==> src/rtl/weekday_pkg.sv <==
// Shared constants for the weekday display controller: day codes, letter
// widths and segment encodings (segment a is the MSB of each letter).
package weekday_pkg;

    localparam logic [2:0] SUN = 3'd0;
    localparam logic [2:0] MON = 3'd1;
    localparam logic [2:0] TUE = 3'd2;
    localparam logic [2:0] WED = 3'd3;
    localparam logic [2:0] THU = 3'd4;
    localparam logic [2:0] FRI = 3'd5;
    localparam logic [2:0] SAT = 3'd6;
    localparam int         DAYS = 7;

    localparam int L0_W = 20;
    localparam int LN_W = 10;

    // Wide first-letter glyphs
    localparam logic [L0_W-1:0] LTR_S = 20'b11001000010000010111;
    localparam logic [L0_W-1:0] LTR_M = 20'b00101000000110110000;
    localparam logic [L0_W-1:0] LTR_T = 20'b11000001000001000000;
    localparam logic [L0_W-1:0] LTR_W = 20'b00010110110000001000;
    localparam logic [L0_W-1:0] LTR_F = 20'b11000000000100010110;

    // Narrow second/third-letter glyphs
    localparam logic [LN_W-1:0] LTR_U  = 10'b1111100000;
    localparam logic [LN_W-1:0] LTR_N  = 10'b1001110101;
    localparam logic [LN_W-1:0] LTR_H  = 10'b1110100001;
    localparam logic [LN_W-1:0] LTR_A  = 10'b0000011111;
    localparam logic [LN_W-1:0] LTR_TN = 10'b0110001010;

    function automatic logic [2:0] next_day(input logic [2:0] day);
        return (day == SAT) ? SUN : day + 3'd1;
    endfunction

endpackage

==> src/rtl/weekday_letter_rom.sv <==
// Combinational day code -> three-letter segment patterns; code 7 is blank.
module weekday_letter_rom
    import weekday_pkg::*;
(
    input  logic [2:0]      day,
    output logic [L0_W-1:0] l0,
    output logic [LN_W-1:0] l1,
    output logic [LN_W-1:0] l2
);

    always_comb begin
        l0 = '0;
        l1 = '0;
        l2 = '0;
        case (day)
            SUN: begin l0 = LTR_S; l1 = LTR_U; l2 = LTR_N;  end
            MON: l0 = LTR_M;
            TUE: l0 = LTR_T;
            WED: l0 = LTR_W;
            THU: begin l0 = LTR_T; l1 = LTR_H; end
            FRI: l0 = LTR_F;
            SAT: begin l0 = LTR_S; l1 = LTR_A; l2 = LTR_TN; end
            default: ;
        endcase
    end

endmodule

==> src/rtl/weekday_display_ctrl.sv <==
// Weekday register with midnight advance, button editing and registered
// segment outputs. Define WEEKDAY_BLINK_EN to blink the display while editing.
module weekday_display_ctrl
    import weekday_pkg::*;
#(
    parameter int START_DAY = 0,
    parameter int BLINK_DIV = 25_000_000
) (
    input  logic              clk,
    input  logic              reset,
    input  logic              day_tick,
    input  logic              set_en,
    input  logic              set_inc,
    output logic [2:0]        weekday,
    output logic              week_wrap,
    output logic [L0_W-1:0]   disp_l0,
    output logic [LN_W-1:0]   disp_l1,
    output logic [LN_W-1:0]   disp_l2
);

    localparam logic [2:0] RST_DAY = 3'(START_DAY);

    logic [2:0]      weekday_q, weekday_d;
    logic            week_wrap_q, week_wrap_d;
    logic            set_inc_q, set_inc_d;
    logic [L0_W-1:0] disp_l0_q, disp_l0_d;
    logic [LN_W-1:0] disp_l1_q, disp_l1_d;
    logic [LN_W-1:0] disp_l2_q, disp_l2_d;
    logic            adv_tick, adv_set;
    logic            blank;
    logic [L0_W-1:0] rom_l0;
    logic [LN_W-1:0] rom_l1, rom_l2;

    // set_en selects exactly one advance source, so a double step cannot occur
    always_comb begin
        set_inc_d   = set_inc;
        adv_tick    = day_tick & ~set_en;
        adv_set     = set_inc & ~set_inc_q & set_en;
        weekday_d   = weekday_q;
        week_wrap_d = 1'b0;
        if (adv_tick || adv_set) weekday_d = next_day(weekday_q);
        if (adv_tick && (weekday_q == SAT)) week_wrap_d = 1'b1;
    end

`ifdef WEEKDAY_BLINK_EN
    localparam int              CNT_W    = $clog2(BLINK_DIV);
    localparam logic [CNT_W-1:0] CNT_LAST = CNT_W'(BLINK_DIV - 1);

    logic [CNT_W-1:0] cnt_q, cnt_d;
    logic             phase_q, phase_d;
    logic             set_en_q, set_en_d;

    // Blank decision uses next phase so each window is exactly BLINK_DIV outputs
    always_comb begin
        set_en_d = set_en;
        cnt_d    = cnt_q;
        phase_d  = phase_q;
        if (!set_en || !set_en_q) begin
            cnt_d   = '0;
            phase_d = 1'b1;
        end else if (cnt_q == CNT_LAST) begin
            cnt_d   = '0;
            phase_d = ~phase_q;
        end else begin
            cnt_d = cnt_q + CNT_W'(1);
        end
        blank = set_en & ~phase_d;
    end

    always_ff @(posedge clk) begin
        if (reset) begin
            cnt_q    <= '0;
            phase_q  <= 1'b1;
            set_en_q <= 1'b0;
        end else begin
            cnt_q    <= cnt_d;
            phase_q  <= phase_d;
            set_en_q <= set_en_d;
        end
    end
`else
    assign blank = 1'b0;
`endif

    weekday_letter_rom u_rom (
        .day (weekday_q),
        .l0  (rom_l0),
        .l1  (rom_l1),
        .l2  (rom_l2)
    );

    always_comb begin
        disp_l0_d = blank ? '0 : rom_l0;
        disp_l1_d = blank ? '0 : rom_l1;
        disp_l2_d = blank ? '0 : rom_l2;
    end

    always_ff @(posedge clk) begin
        if (reset) begin
            weekday_q   <= RST_DAY;
            week_wrap_q <= 1'b0;
            set_inc_q   <= 1'b0;
            disp_l0_q   <= '0;
            disp_l1_q   <= '0;
            disp_l2_q   <= '0;
        end else begin
            weekday_q   <= weekday_d;
            week_wrap_q <= week_wrap_d;
            set_inc_q   <= set_inc_d;
            disp_l0_q   <= disp_l0_d;
            disp_l1_q   <= disp_l1_d;
            disp_l2_q   <= disp_l2_d;
        end
    end

    assign weekday   = weekday_q;
    assign week_wrap = week_wrap_q;
    assign disp_l0   = disp_l0_q;
    assign disp_l1   = disp_l1_q;
    assign disp_l2   = disp_l2_q;

endmodule

==> config.mk <==
export PLATFORM = sky130hd
export DESIGN_NAME = weekday_display_ctrl
export DESIGN_NICKNAME = d
export VERILOG_FILES = /design/src/rtl/weekday_pkg.sv /design/src/rtl/weekday_letter_rom.sv /design/src/rtl/weekday_display_ctrl.sv
export SDC_FILE = /design/constraint.sdc
export NUM_CORES = 1
export LEC_CHECK = 0
export CORE_MARGIN = 2
export CORE_UTILIZATION = 57
export CTS_CLUSTER_SIZE = 40
export DETAILED_ROUTE_END_ITERATION = 7
export DONT_BUFFER_PORTS = 1
export PLACE_DENSITY_LB_ADDON = 0.05
export SYNTH_ARGS = -nofsm -noshare
export SYNTH_HDL_FRONTEND = slang
export SYNTH_HIERARCHICAL = 1
export SYNTH_SLANG_ARGS = --single-unit
==> constraint.sdc <==
create_clock -name clk -period 1.5 [get_ports clk]
set_clock_uncertainty 0.1 [all_clocks]
set_input_delay 0.375 -clock clk [delete_from_list [all_inputs] [get_ports clk]]
set_output_delay 0.375 -clock clk [all_outputs]
set_load 0.1 [all_outputs]
After elaboration in Yosys (flattened, before gate mapping)
Cells that the tools add are included.

Mux-type cells: 5. Equality and inequality tests: 6. Add/subtract/negate cells: 1. Reduce and logical (&&, ||, !) cells: 5. Bitwise gates (word level): 5.

Operators by type and width (number): $pmux 20 s5 (1); $pmux 10 s3 (1); $pmux 10 s2 (1); $eq 3x3->1 const B (3); $eq 3x2->1 const B (2); $reduce_or 2->1 (2); $add 3x1->3 const B (1); $and 1x1->1 (3); $eq 3x1->1 const B (1); $logic_not 3->1 (1); $mux 3 (1); $not 1->1 (2); $logic_and 1x1->1 (1); $logic_or 1x1->1 (1); $mux 1 (1).

Input port bits: 5. Register bits: 45.

Longest topological paths before layout
Gate-level depths: netlist of run 1.

Depth after elaboration: 4. Gate-level depth with buffers: 5.

Hierarchy
The synthesis of run 1 kept the hierarchy.

By module, submodules not included: weekday_display_ctrl (instances 1, sequential area each 900.9 µm², cells each 108, area each 1298.7 µm²); weekday_letter_rom (instances 1, sequential area each 0.0 µm², cells each 47, area each 357.8 µm²).

Worst setup path before layout of run 1
OpenSTA, ideal clock, no wires.

Kind: reg-to-reg. From: reg weekday_q[2], in the netlist weekday[2]. To: reg disp_l1_q[2], in the netlist disp_l1[2]. Library setup time: 0.066 ns. Path slack: -0.544 ns. Arrival time: 1.878 ns. Cell stages (with the launch flop): 6. Path buffers: 2. Required time: 1.334 ns. Period minus slack after synthesis: 2.044 ns. Cells stage by stage: dfxtp_1 -> buf_6 -> nor2b_4 -> and2_1 -> buf_4 -> nor2b_1.

Word-level cells in the longest chain between the ends: 2. Elaborated cells on any way between the ends: 4. Those cells by class: eq/ne: 2; mux: 1; reduce/logical: 1.

RTL lines: start: declaration (RTL line weekday_display_ctrl.sv:23) `logic [2:0] weekday_q, weekday_d;`; start signal: assignment (RTL line weekday_display_ctrl.sv:107) `weekday_q <= weekday_d;`; $eq 3x3->1 / $logic_not 3->1 (equally long branches) (RTL line weekday_letter_rom.sv:15) `case (day)`; $pmux 10 s3 (*) (RTL line weekday_letter_rom.sv:15); net disp_l1_d[2] (RTL line weekday_display_ctrl.sv:27) `logic [LN_W-1:0] disp_l1_q, disp_l1_d;`; end signal: assignment (RTL line weekday_display_ctrl.sv:111) `disp_l1_q <= disp_l1_d;`; end: declaration (RTL line weekday_display_ctrl.sv:27).

The timed path passes the listed nets; every way through them passes the cells marked *. A chain may end at the register's enable or synchronous reset.

Final worst setup path of run 1
From: reg disp_l0_q[15], in the netlist disp_l0[15]. To: out disp_l0[15].

RTL lines: start: declaration (RTL line weekday_display_ctrl.sv:26) `logic [L0_W-1:0] disp_l0_q, disp_l0_d;`; start signal: assignment (RTL line weekday_display_ctrl.sv:110) `disp_l0_q <= disp_l0_d;`; end: declaration (RTL line weekday_display_ctrl.sv:16) `output logic [L0_W-1:0] disp_l0,`.

No word-level cell between the ends.

==> flow_metrics.tcl, run 1 <==
set metrics [dict create \
    crit_path_start "disp_l0[15]$_SDFF_PP0_" \
    wirelength_um 2420 \
    place_worst_setup_slack_ns 0.269 \
    grt_pass1_vias 870 \
    maxCapViolCount 0 \
    nFillCells 219 \
    cp_top_family "flip-flops" \
    via_per_inst 4.66 \
    num-nets-final 182 \
    drc 0 \
    yosysWarnings 6 \
    p_per_area_nw_per_um2 1330 \
    routedWlPerCell_um 11.6 \
    clock-sinks 45 \
    drt_first_pass_iters 2 \
    die_area_um2 3350 \
    critPathArrivalTime_ns 0.97 \
    syn-cell-area_um2 1660 \
    ios 49 \
    worstPathCellList "buf_4" \
    port_buffers 0 \
    ff_latch_area_um2 912 \
    fmaxAchievable_ghz 0.693 \
    critPathKind "reg -> out" \
    multiInputGateArea_um2 508 \
    numCtsBuffers 5 \
    cts_htree_levels 2 \
    whs_ns 0.0730 \
    syn-num-nets 160 \
    final_layout_size_suffix_gt1_frac 0.365 \
    clk_pin_slew_ns 0.12 \
    whs_path_depth 1 \
    grt_antenna_before_repair 0 \
    reg2reg_from "weekday[0]$_SDFFE_PP0P_" \
    ys_top_cells_by_count "dfxtp_1 (45), nor2b_1 (43), buf_4 (25)" \
    hold_path_class "in -> reg" \
    maxSlewViolCount 0 \
    period_needed_ns 1.44 \
    startpoint_type "flop" \
    status "completed" \
    ant_nets 0 \
    grt_max_degree 43 \
    coreArea_um2 2760 \
    grt_pass1_wl_um 3820 \
    drtIter0Drc 16 \
    synth_area_per_cell_um2 10.7 \
    ir_drop_mv 1.13 \
    min_period_over_period 0.963 \
    dp.final_hpwl_um 1620 \
    start_util 0.601 \
    placed_area_um2 1830 \
    synth_cells 155 \
    ctsLongestPathBuffers 2 \
    slowest_delay_ns 0.34 \
    ys_top_cells_by_area "dfxtp_1 (54%), nor2b_1 (16%), buf_4 (11%)" \
    num_rows 19 \
    synth.top_cell.area_share 0.544 \
    synth-seq-area-share 0.544 \
    holdPathEnd "set_inc_q$_SDFF_PP0_" \
    leakagePower_uw 0.000835 \
    place_congestion 0.792 \
    vias 973 \
    rrSetupSlack_ns 0.19 \
    synthArstFlopShare 0 \
    crit_buf_inv 1 \
    grt.overflow.total 0 \
    design_area_um2 1930 \
    hold_violations 0 \
    area_growth_pct 16.4 \
    synthFlopType "dfxtp_1" \
    cts_tree "built" \
    rr_worst_depth 3 \
    yosysMostFrequentCell "dfxtp_1" \
    required_ns 1.02 \
    grt_usage 0.155 \
    die_x_um 57.9 \
    hold_path.startpoint "set_inc" \
    antenna_cells 0 \
    end_kind "primary output" \
    r2r_end "disp_l2[6]$_SDFF_PP0_" \
    rsz0062_at_grt "no" \
    ys_ff_latch 45 \
    synth_top_cell_by_area "dfxtp_1" \
    worstPathMaxFanout 1 \
    setup_ws_ns 0.0562 \
    synth_cell_types 30 \
    clk_latency_ns 0.34 \
    fin_setup_tns_ns 0 \
    cts-root-buf "clkbuf_4" \
    finalSetupViolCount 0 \
    crit_slowest_cell "dfxtp_1" \
    synth_edf_count 0 \
    die_h_um 57.9 \
]
-- power breakdown --
part / internal (uW) / total, uW / switching, uW
clock: 179 / 521 / 342
sequential: 1260 / 1280 / 22.2
combinational: 168 / 757 / 588
-- through the flow --
step | instances | utilization | total power [uW]
finish | 209 | 0.699 | 2560
CTS | 208 | 0.695 | 2590
global placement | 197 | 0.664 | 2040
global route | 209 | 0.699 | 2670
detailed placement | 197 | 0.664 | 2040
floorplan | 155 | - | 1990
-- logic make-up after synthesis --
| group | share of synthesized area |
|---|---|
| AND/OR/NAND/NOR | 0.239 |
| multiplexers | 0.00680 |
| AO/OA/AOI/OAI | 0.0423 |
| XOR/XNOR | 0.0151 |
| flip-flops | 0.544 |
| other | 0.00226 |
| buffers and inverters | 0.150 |
-- final cells by class --
type,instances,share of cell area
multi-input combinational,76,0.263
clock inverter,2,0.00519
timing repair buffer,48,0.215
sequential,45,0.473
tap,31,0.0201
inverter,1,0.00195
clock buffer,6,0.0214
-- sequential cells by signal, summed over array words and instances (netlist names) --
signal	cells
disp_l1	10
disp_l2	10
weekday	3
week_wrap	1
set_inc_q	1
disp_l0	20
-- routing by layer --
layer,global-route usage,up-vias,wire length [um]
met5,0,-,0
met4,0.106,0,41
met3,0.0580,6,187
met2,0.240,34,1180
met1,0.178,433,1020
li1,-,500,-
-- worst max path at each step --
stage / slack (ns) / depth (start not counted) / end
floorplan: 0.03 / 4 / disp_l2[2]$_SDFF_PP0_
finish: 0.06 / 1 / disp_l0[15]
global placement: 0.29 / 3 / week_wrap$_SDFF_PP0_
CTS: 0.03 / 1 / weekday[2]
global route: 0.002 / 1 / disp_l0[4]
detailed placement: 0.27 / 3 / weekday[0]$_SDFFE_PP0P_
-- worst register-to-register path, stage by stage (launching register included) --
cell and delay [ns]:
dfxtp_4 0.38, buf_4 0.18, nor3_1 0.41, nor2b_1 0.18
-- what timing repair did --
action,4_1_cts,5_1_grt
buffers inserted,2,1
hold buffers,1,0
endpoints found under the setup margin,2,2
endpoints found under the hold margin,42,0
resized for setup,0,1
-- cells in the final DEF, fill, tap and decap left out, drive strengths merged, types with 2 or more instances in the layout --
cell type	netlist	final
buf	30	48
nor2b	45	45
dfxtp	45	45
clkbuf	3	6
o21ai	4	4
nor2	3	3
o22ai	2	2
a21oi	2	2
or3b	2	2
o2bb2ai	2	2
nand2	2	2
clkinv	0	2
nor3	2	2
and2	2	2
Power figures use the tool's default switching activity.
==> run 2: changes to the inputs <==
--- a/config.mk
+++ b/config.mk
@@ -11,6 +11,7 @@
 export DETAILED_ROUTE_END_ITERATION = 7
 export DONT_BUFFER_PORTS = 1
 export PLACE_DENSITY_LB_ADDON = 0.05
+export SLEW_MARGIN = 30
 export SYNTH_ARGS = -nofsm -noshare
 export SYNTH_HDL_FRONTEND = slang
 export SYNTH_HIERARCHICAL = 1
==> results of run 2 <==
Same layout as run 1: the final DEF is identical, and so are final timing and power.
==> run 3: changes to the inputs <==
--- a/config.mk
+++ b/config.mk
@@ -6,8 +6,7 @@
 export NUM_CORES = 1
 export LEC_CHECK = 0
 export CORE_MARGIN = 2
-export CORE_UTILIZATION = 57
-export CTS_CLUSTER_SIZE = 40
+export CORE_UTILIZATION = 60
 export DETAILED_ROUTE_END_ITERATION = 7
 export DONT_BUFFER_PORTS = 1
 export PLACE_DENSITY_LB_ADDON = 0.05
==> constraint.sdc (replaced) <==
create_clock -name clk -period 1.85 [get_ports clk]
set_clock_uncertainty 0.1 [all_clocks]
set_input_delay 0.4625 -clock clk [delete_from_list [all_inputs] [get_ports clk]]
set_output_delay 0.4625 -clock clk [all_outputs]
set_load 0.1 [all_outputs]
==> flow_metrics.tcl, run 3 (synthesis gave the netlist of run 1 again) <==
set metrics [dict create \
    die_x_um 56.5 \
    vias 945 \
    final_core_util 0.696 \
    dpl.cell_count 197 \
    tightest_slew_ns 0.569 \
    coreArea_um2 2690 \
    cts_resized 0 \
    worstPathCellList "buf_6" \
    ios 49 \
    routedWlPerCell_um 11.1 \
    crit_slowest_cell "dfxtp_2" \
    grt_antenna_before_repair 0 \
    min_period_over_period 0.934 \
    numCtsBuffers 5 \
    maxCapViolCount 0 \
    ant_nets 0 \
    maxSlewViolCount 0 \
    drtIter0Drc 13 \
    num-nets-final 178 \
    area_growth_pct 12.8 \
    grt_usage 0.155 \
    clk_latency_ns 0.35 \
    die_area_um2 3200 \
    p_per_area_nw_per_um2 1130 \
    cts_setup_buffers 0 \
    period_needed_ns 1.73 \
    cts-root-buf "clkbuf_4" \
    crit_buf_inv 1 \
    slowest_delay_ns 0.53 \
    ir_drop_mv 0.988 \
    die_h_um 56.5 \
    clock-sinks 45 \
    rsz0062_at_grt "no" \
    placed_area_um2 1800 \
    start_util 0.617 \
    holdBufCountCts 0 \
    final_layout_size_suffix_gt1_frac 0.351 \
    end_kind "primary output" \
    dp.final_hpwl_um 1500 \
    largest_reg_flops 20 \
    slew_headroom 0.618 \
    critPathKind "reg -> out" \
    drt_first_pass_iters 4 \
    hold_path_class "in -> reg" \
    cts_tree "built" \
    final_common_cell "nor2b_1" \
    required_ns 1.29 \
    layout_common_cells "nor2b_1 (43), dfxtp_1 (42), buf_4 (41)" \
    hold_violations 0 \
    grt.overflow.total 0 \
    port_buffers 0 \
    clk_pin_slew_ns 0.13 \
    grt_max_degree 48 \
    status "completed" \
    via_per_inst 4.61 \
    design_area_um2 1870 \
    ctsLongestPathBuffers 2 \
    cts_htree_levels 2 \
    grt_pass1_wl_um 3640 \
    antenna_cells 0 \
    grt_pass1_vias 813 \
    fmaxAchievable_ghz 0.579 \
    finalNonFillerCells 205 \
    startpoint_type "flop" \
    wirelength_um 2270 \
    cp_top_family "flip-flops" \
    fin_setup_tns_ns 0 \
    worstPathMaxFanout 16 \
    num_rows 19 \
    critPathArrivalTime_ns 1.17 \
    place_congestion 0.643 \
    finalSetupViolCount 0 \
    leakagePower_uw 0.000809 \
    drc 0 \
]
[run 3: final timing paths]
path                           start                      to  slack, ns  cells after the start
min reg2reg  weekday[2]$_SDFFE_PP0P_  disp_l0[10]$_SDFF_PP0_       0.57                      2
max          weekday[0]$_SDFFE_PP0P_              weekday[0]       0.12                      1
min                            reset   disp_l1[5]$_SDFF_PP0_       0.05                      1
max reg2reg  weekday[1]$_SDFFE_PP0P_    week_wrap$_SDFF_PP0_       0.51                      3
[run 3: cell type report]
class                           instances  area [um^2]
Fill cell                             214          817
Clock buffer                            6         51.3
Timing Repair Buffer                   44          350
Multi-Input combinational cell         76          507
Sequential cell                        45          905
Inverter                                1         3.75
Tap cell                               31         38.8
Clock inverter                          2         13.8
[run 3: through the flow]
stage | setup slack [ns] | total power (uW) | hold WS (ns)
floorplan | 0.169 | 1610 | 0.491
global placement | 0.462 | 1640 | 0.430
detailed placement | 0.443 | 1650 | 0.432
CTS | 0.0351 | 2130 | 0.0388
global route | 0.0606 | 2200 | 0.0128
finish | 0.122 | 2120 | 0.0500
[run 3: where the power goes]
part	switching [uW]	internal, uW	total, uW
Clock	305	186	491
Sequential	28.7	1030	1050
Combinational	451	122	573
[run 3: routing by layer]
layer  wire [um]  share of wire  track usage
met1         996           0.44        0.177
met2        1030           0.45        0.228
met3         189          0.083       0.0853
met4          49          0.022       0.0918
met5           0              0            0
